===== src/rtl/fetch_unit.sv =====
// Instruction fetch: PC register feeding a 2-entry {pc, inst} FIFO toward decode.
// Latency: one cycle from PC presentation to out_* when the FIFO is empty.
// Backpressure: out_ready low fills the FIFO, then PC holds; redirect flushes everything.
module fetch_unit #(
    parameter logic [31:0] RESET_PC = 32'd0
) (
    input  logic        clk,
    input  logic        rst_n,
    input  logic        fetch_en,
    output logic [31:0] imem_addr,
    input  logic [31:0] imem_inst,
    input  logic        redirect_valid,
    input  logic [31:0] redirect_target,
    output logic        out_valid,
    input  logic        out_ready,
    output logic [31:0] out_inst,
    output logic [31:0] out_pc
);

    typedef struct packed {
        logic [31:0] pc;
        logic [31:0] inst;
    } fetch_ent_t;

    logic [31:0] pc;
    logic [1:0]  count;
    logic        rd_ptr;
    logic        wr_ptr;
    fetch_ent_t  fifo_q [2];
    logic        pop;
    logic        push;

    assign imem_addr = pc;
    assign out_valid = (count != 2'd0);
    assign pop       = out_valid && out_ready;
    // When full, a same-cycle pop frees the slot the push lands in (wr_ptr == rd_ptr).
    assign push      = fetch_en && !redirect_valid && ((count != 2'd2) || pop);

    always_ff @(posedge clk or negedge rst_n) begin
        if (!rst_n) begin
            pc     <= RESET_PC;
            count  <= 2'd0;
            rd_ptr <= 1'b0;
            wr_ptr <= 1'b0;
        end else if (redirect_valid) begin
            pc     <= redirect_target;
            count  <= 2'd0;
            rd_ptr <= 1'b0;
            wr_ptr <= 1'b0;
        end else begin
            if (push) begin
                pc     <= pc + 32'd1;
                wr_ptr <= ~wr_ptr;
            end
            if (pop) begin
                rd_ptr <= ~rd_ptr;
            end
            if (push && !pop) begin
                count <= count + 2'd1;
            end else if (pop && !push) begin
                count <= count - 2'd1;
            end
        end
    end

    // Storage is not reset; out_* are masked whenever count is zero.
    always_ff @(posedge clk) begin
        if (push) begin
            fifo_q[wr_ptr] <= '{pc: pc, inst: imem_inst};
        end
    end

    assign out_inst = out_valid ? fifo_q[rd_ptr].inst : 32'd0;
    assign out_pc   = out_valid ? fifo_q[rd_ptr].pc   : 32'd0;

endmodule

===== config.mk =====
export PLATFORM = sky130hd
export DESIGN_NAME = fetch_unit
export DESIGN_NICKNAME = d
export VERILOG_FILES = /design/src/rtl/fetch_unit.sv
export SDC_FILE = /design/constraint.sdc
export NUM_CORES = 1
export LEC_CHECK = 0
export CORE_MARGIN = 10
export CORE_UTILIZATION = 56
export CTS_BUF_LIST = sky130_fd_sc_hd__clkbuf_4 sky130_fd_sc_hd__clkbuf_8
export DETAILED_ROUTE_END_ITERATION = 8
export PLACE_DENSITY = 0.95
export SLEW_MARGIN = 30
export SYNTH_ARGS = -nofsm -noshare
export SYNTH_HDL_FRONTEND = slang
export SYNTH_SLANG_ARGS = --single-unit

===== constraint.sdc =====
create_clock -name clk -period 14.8 [get_ports clk]
set_clock_uncertainty 0.2 [all_clocks]
set_input_delay 2.96 -clock clk [delete_from_list [all_inputs] [get_ports clk]]
set_output_delay 2.96 -clock clk [all_outputs]
set_load 0.005 [all_outputs]

* Word level (Yosys, flattened, before mapping) *
Memories as Yosys holds them, arrays and structs flattened.
Cells that the tools add are included.

storage, ports and cells
  register bits after elaboration = 36
  bits in writable memories = 128
  input port bits = 69
  output and inout bits = 97
  memories = 1

operators by class
  $add $sub $neg = 3
  equal/unequal tests = 1
  muxes and demuxes = 13
  bitwise operators = 2
  reductions and logical operators = 13

memory list
  memory  words  bits a word  read ports  clocked after Yosys merged registers in  wr ports  RTL line  source
  fifo_q  2      64           1           0                                        1         29        fetch_ent_t fifo_q [2];

operator list
  kind                                                                count
  32-bit two-way mux                                                  4
  32-bit by 1-bit adder with 32-bit output, second input constant     1
  1-bit two-way mux                                                   6
  2-bit two-way mux                                                   3
  2-bit nonzero test                                                  3
  1-bit logical AND                                                   5
  1-bit logical NOT                                                   3
  3-bit nonzero test                                                  1
  2-bit by 1-bit adder with 2-bit output, second input constant       1
  2-bit inequality test, second input constant                        1
  1-bit inverter                                                      2
  2-bit by 1-bit subtractor with 2-bit output, second input constant  1
  1-bit logical OR                                                    1

* Longest topological paths before layout *
  depth after elaboration = 9
  mapped depth = 7
  depth with buffers taken out = 5

* Worst setup path before layout *
No wires, ideal clock.

  path kind = input port to flip-flop
  from = input redirect_valid
  to = memory fifo_q[1][0] (netlist bit), enable pin
  library setup time = 0.578 ns
  arrival time = 8.065 ns
  data required time = 14.022 ns
  path slack = 5.957 ns
  stages = 3
  path through = clkbuf_1 > clkbuf_1 > nor3b_1

between the ends
  longest elaborated chain between the ends = 5

ends and longest elaborated chain
  item                                     RTL line  source
  start, declared                          12        input logic redirect_valid,
  1-bit logical NOT                        37        assign push = fetch_en && !redirect_valid && ((count != 2'd2) || pop);
  1-bit logical AND (2 in series)          37
  1-bit two-way mux                        68        if (push) begin
  1-bit two-way mux (not written as such)  69        fifo_q[wr_ptr] <= '{pc: pc, inst: imem_inst};
  end, declared                            29

No other way between the ends.

* Worst setup path after layout *
  from = register rd_ptr
  to = output out_inst[16]

between the ends
  longest elaborated chain between the ends = 2

ends and longest elaborated chain
  item                    RTL line  source
  start, declared         27        logic rd_ptr;
  start signal, assigned  56        rd_ptr <= ~rd_ptr;
  memory read 2 x 64 bit  --
  32-bit two-way mux      73        assign out_inst = out_valid ? fifo_q[rd_ptr].inst : 32'd0;
  end, declared           16        output logic [31:0] out_inst,

No other way between the ends.

==> impl_metrics.json <==
{
  "syn_inst": 532,
  "clk_pin_slew_ns": 0.08,
  "synthXorXnorAreaFrac_pct": 1.63,
  "hold_violations": 0,
  "synth_top_area_share_pct": 54.9,
  "critPathKind": "flip-flop to output port",
  "arrival_ns": 2.40,
  "synth.yosys.warnings": 0,
  "drive_gt1_share_pct": 6.80,
  "postCtsSetupRepairBufs": 0,
  "synthTopCellsByArea": "edfxtp_1, dfrtp_1, mux2i_1, nor2_1, or4_1",
  "syn_nets": 602,
  "r2r_cells": 5,
  "vias": 4990,
  "cts_htree_levels": 4,
  "cp_max_fo": 37,
  "min-delay-path-class": "flip-flop to flip-flop",
  "fin_ws_ns": 9.24,
  "max_slew_margin_pct": 41.1,
  "startpoint_type": "flip-flop",
  "holdPathStages": 0,
  "cts_tree": "built",
  "ant_nets": 0,
  "leakage_nw": 3.12,
  "coreArea_um2": 12100,
  "synth_cell_type_count": 42,
  "vias_per_cell": 5.70,
  "ir_drop_mv": 0.0720,
  "ios": 166,
  "timing.final.crit_period_ns": 5.56,
  "power_w": 0.00104,
  "fin_setup_tns_ns": 0,
  "ys_seq_area_share_pct": 67.8,
  "yosys.area_share.simple_pct": 13.6,
  "finalMaxSlewViolations": 0,
  "wl_per_cell_um": 20.0,
  "grt_max_degree": 65,
  "maxCapViolCount": 0,
  "routed_wl_um": 17500,
  "track_usage_pct": 19.9,
  "synthMuxAreaShare_pct": 9.59,
  "clock_path_buffers": 2,
  "grt_pass1_vias": 5201,
  "critPathSlowestCell": "dfrtp_4",
  "final_nets": 763,
  "die_h_um": 132,
  "cts_root_buffer": "clkbuf_8",
  "synth_top_area_cell": "edfxtp_1",
  "max_slew.worst_pin.slew_ns": 0.879,
  "die-area_um2": 17400,
  "synth_area_per_cell_um2": 13.2,
  "period_share_pct": 37.5,
  "slowest_delay_ns": 0.82,
  "portBuffers": 165,
  "synth_fa_ha_area_share_pct": 0.179,
  "dr.pass1.iters": 5,
  "whs_ns": 0.364,
  "overflow": 0,
  "placed_cell_area_um2": 8820,
  "grt_pass1_wl_um": 28200,
  "row_count": 40,
  "dp_hpwl_um": 12000,
  "crit_required_ns": 11.64,
  "synth_area_um2": 7000,
  "die_width_um": 132,
  "cts-resized-gates": 0,
  "finalSetupViolations": 0,
  "stdcell_area_um2": 9240,
  "drc_errors": 0,
  "clk_latency_ns": 0.42,
  "end_kind": "output port",
  "pre_cts_ws_ns": 9.22,
  "cp_cell_sequence": "buf_16 -> mux2i_1 -> nor2_1 -> clkdlybuf4s50_1",
  "gp_congestion": 0.857,
  "antenna_found_initial": 1,
  "synth_top_family_by_area": "simple AND/OR/NAND/NOR gates",
  "drt_iter0_drc": 454,
  "synth_compound_area_share_pct": 5.13,
  "status": "complete, no violations",
  "max_freq_mhz": 180,
  "p_per_area_nw_per_um2": 112,
  "cts_inserted_buffers": 17,
  "area_growth_pct": 32.1,
  "start_util_pct": 57.8,
  "r2r_slack_ns": 12.17,
  "holdBufCountCts": 0,
  "rsz0062_at_grt": "false",
  "clkSinkCount": 164,
  "synth_seq_cells": 164
}
[cell usage in the layout, fill, tap and decap left out, drive strengths merged, types with 2 or more instances in the layout]
cell           Yosys  final
a22oi              3      3
a31oi             16     16
and4               4      4
buf               11      6
bufinv             0      3
clkbuf            17     21
clkdlybuf4s50      0    164
clkinv             1      5
clkinvlp           0      2
dfrtp             36     36
edfxtp           128    128
inv                9     11
mux2i             67     67
nand2             28     28
nand3             18     18
nand4              8      8
nor2              89     89
nor2b              2      2
nor3               7      7
nor3b              2      2
nor4               6      6
o211ai             2      2
o21ai             15     15
o31ai             14     14
or2                2      2
or3                8      8
or4               15     15
xnor2              6      6
xor2               7      7
[Yosys cell counts]
cell type / count
nand4_2: 1
or2_2: 2
nor3_1: 7
or3_1: 8
a41o_1: 1
or3b_2: 1
nor2b_1: 2
nor4_1: 6
xor2_1: 7
nand3_1: 17
clkbuf_2: 2
buf_1: 9
nor3b_2: 1
mux2i_1: 67
a211oi_1: 1
a311o_1: 1
inv_1: 9
nor3b_1: 1
xnor2_1: 6
and4_1: 4
a21oi_1: 1
o31ai_1: 14
edfxtp_1: 128
a31oi_1: 16
o41ai_1: 1
ha_1: 1
nand3_2: 1
or4b_1: 1
nand2_1: 28
o21ai_0: 15
nand4_1: 7
a22oi_1: 3
o211ai_1: 2
nand2b_1: 1
nor2_1: 89
or4_1: 15
clkbuf_1: 15
dfrtp_1: 36
clkinv_1: 1
nand4bb_1: 1
buf_2: 2
and3_1: 1
[cells by family after synthesis]
group | count (synthesis)
AOI/OAI and AO/OA | 55
xor gates and xnor gates | 13
adders and majority gates | 1
buffers and inverters | 38
DFF | 164
muxes | 67
and+or+nand+nor | 194
[layout make-up]
type	instances	area, um2
Tap cell	168	210
Inverter	10	37.5
Sequential cell	164	4750
Antenna cell	1	2.50
Timing Repair Buffer	170	1700
Clock inverter	11	153
Fill cell	755	2870
Multi-Input combinational cell	330	2120
Clock buffer	21	264
[metrics by stage]
| step | std cells | utilization, % |
|---|---|---|
| floorplan | 532 | - |
| global placement | 841 | 72.6 |
| detailed placement | 842 | 72.8 |
| CTS | 874 | 76.3 |
| global route | 875 | 76.3 |
| finish | 875 | 76.3 |
[worst max-delay path, delay by kind of cell, from the launching register on]
kind | cells | cell delay [ns]
buf+inv | 2 | 0.79
mux | 1 | 0.27
simple gates | 1 | 0.06
flops | 1 | 0.82
[worst paths after layout]
path,start,end
worst max-delay path,rd_ptr,out_inst[16]
worst min-delay path,imem_addr[30],fifo_q[0][62]
worst max register to register,imem_addr[0],imem_addr[24]
worst min register to register,imem_addr[30],fifo_q[0][62]
max in group asynchronous,rst_n,rd_ptr
min in group asynchronous,rst_n,imem_addr[30]
[registers in the layout, indices dropped and copies added (netlist names)]
register	flops
imem_addr	32
count	2
rd_ptr	1
fifo_q	128
wr_ptr	1
[routing by layer]
metal / global-route usage (%) / routed length, um
met2: 33.5 / 8800
met1: 24.5 / 7010
met5: 0 / 0
met3: 5.79 / 1350
met4: 5.50 / 308
[power by group]
group | switching [W] | internal (W) | leakage [nW]
Combinational | 0.0000661 | 0.0000832 | 1.32
Clock | 0.000156 | 0.000176 | 0.210
Sequential | 0.0000296 | 0.000527 | 1.59
Total | 0.000251 | 0.000786 | 3.12
(Power assumes the default switching activity.)
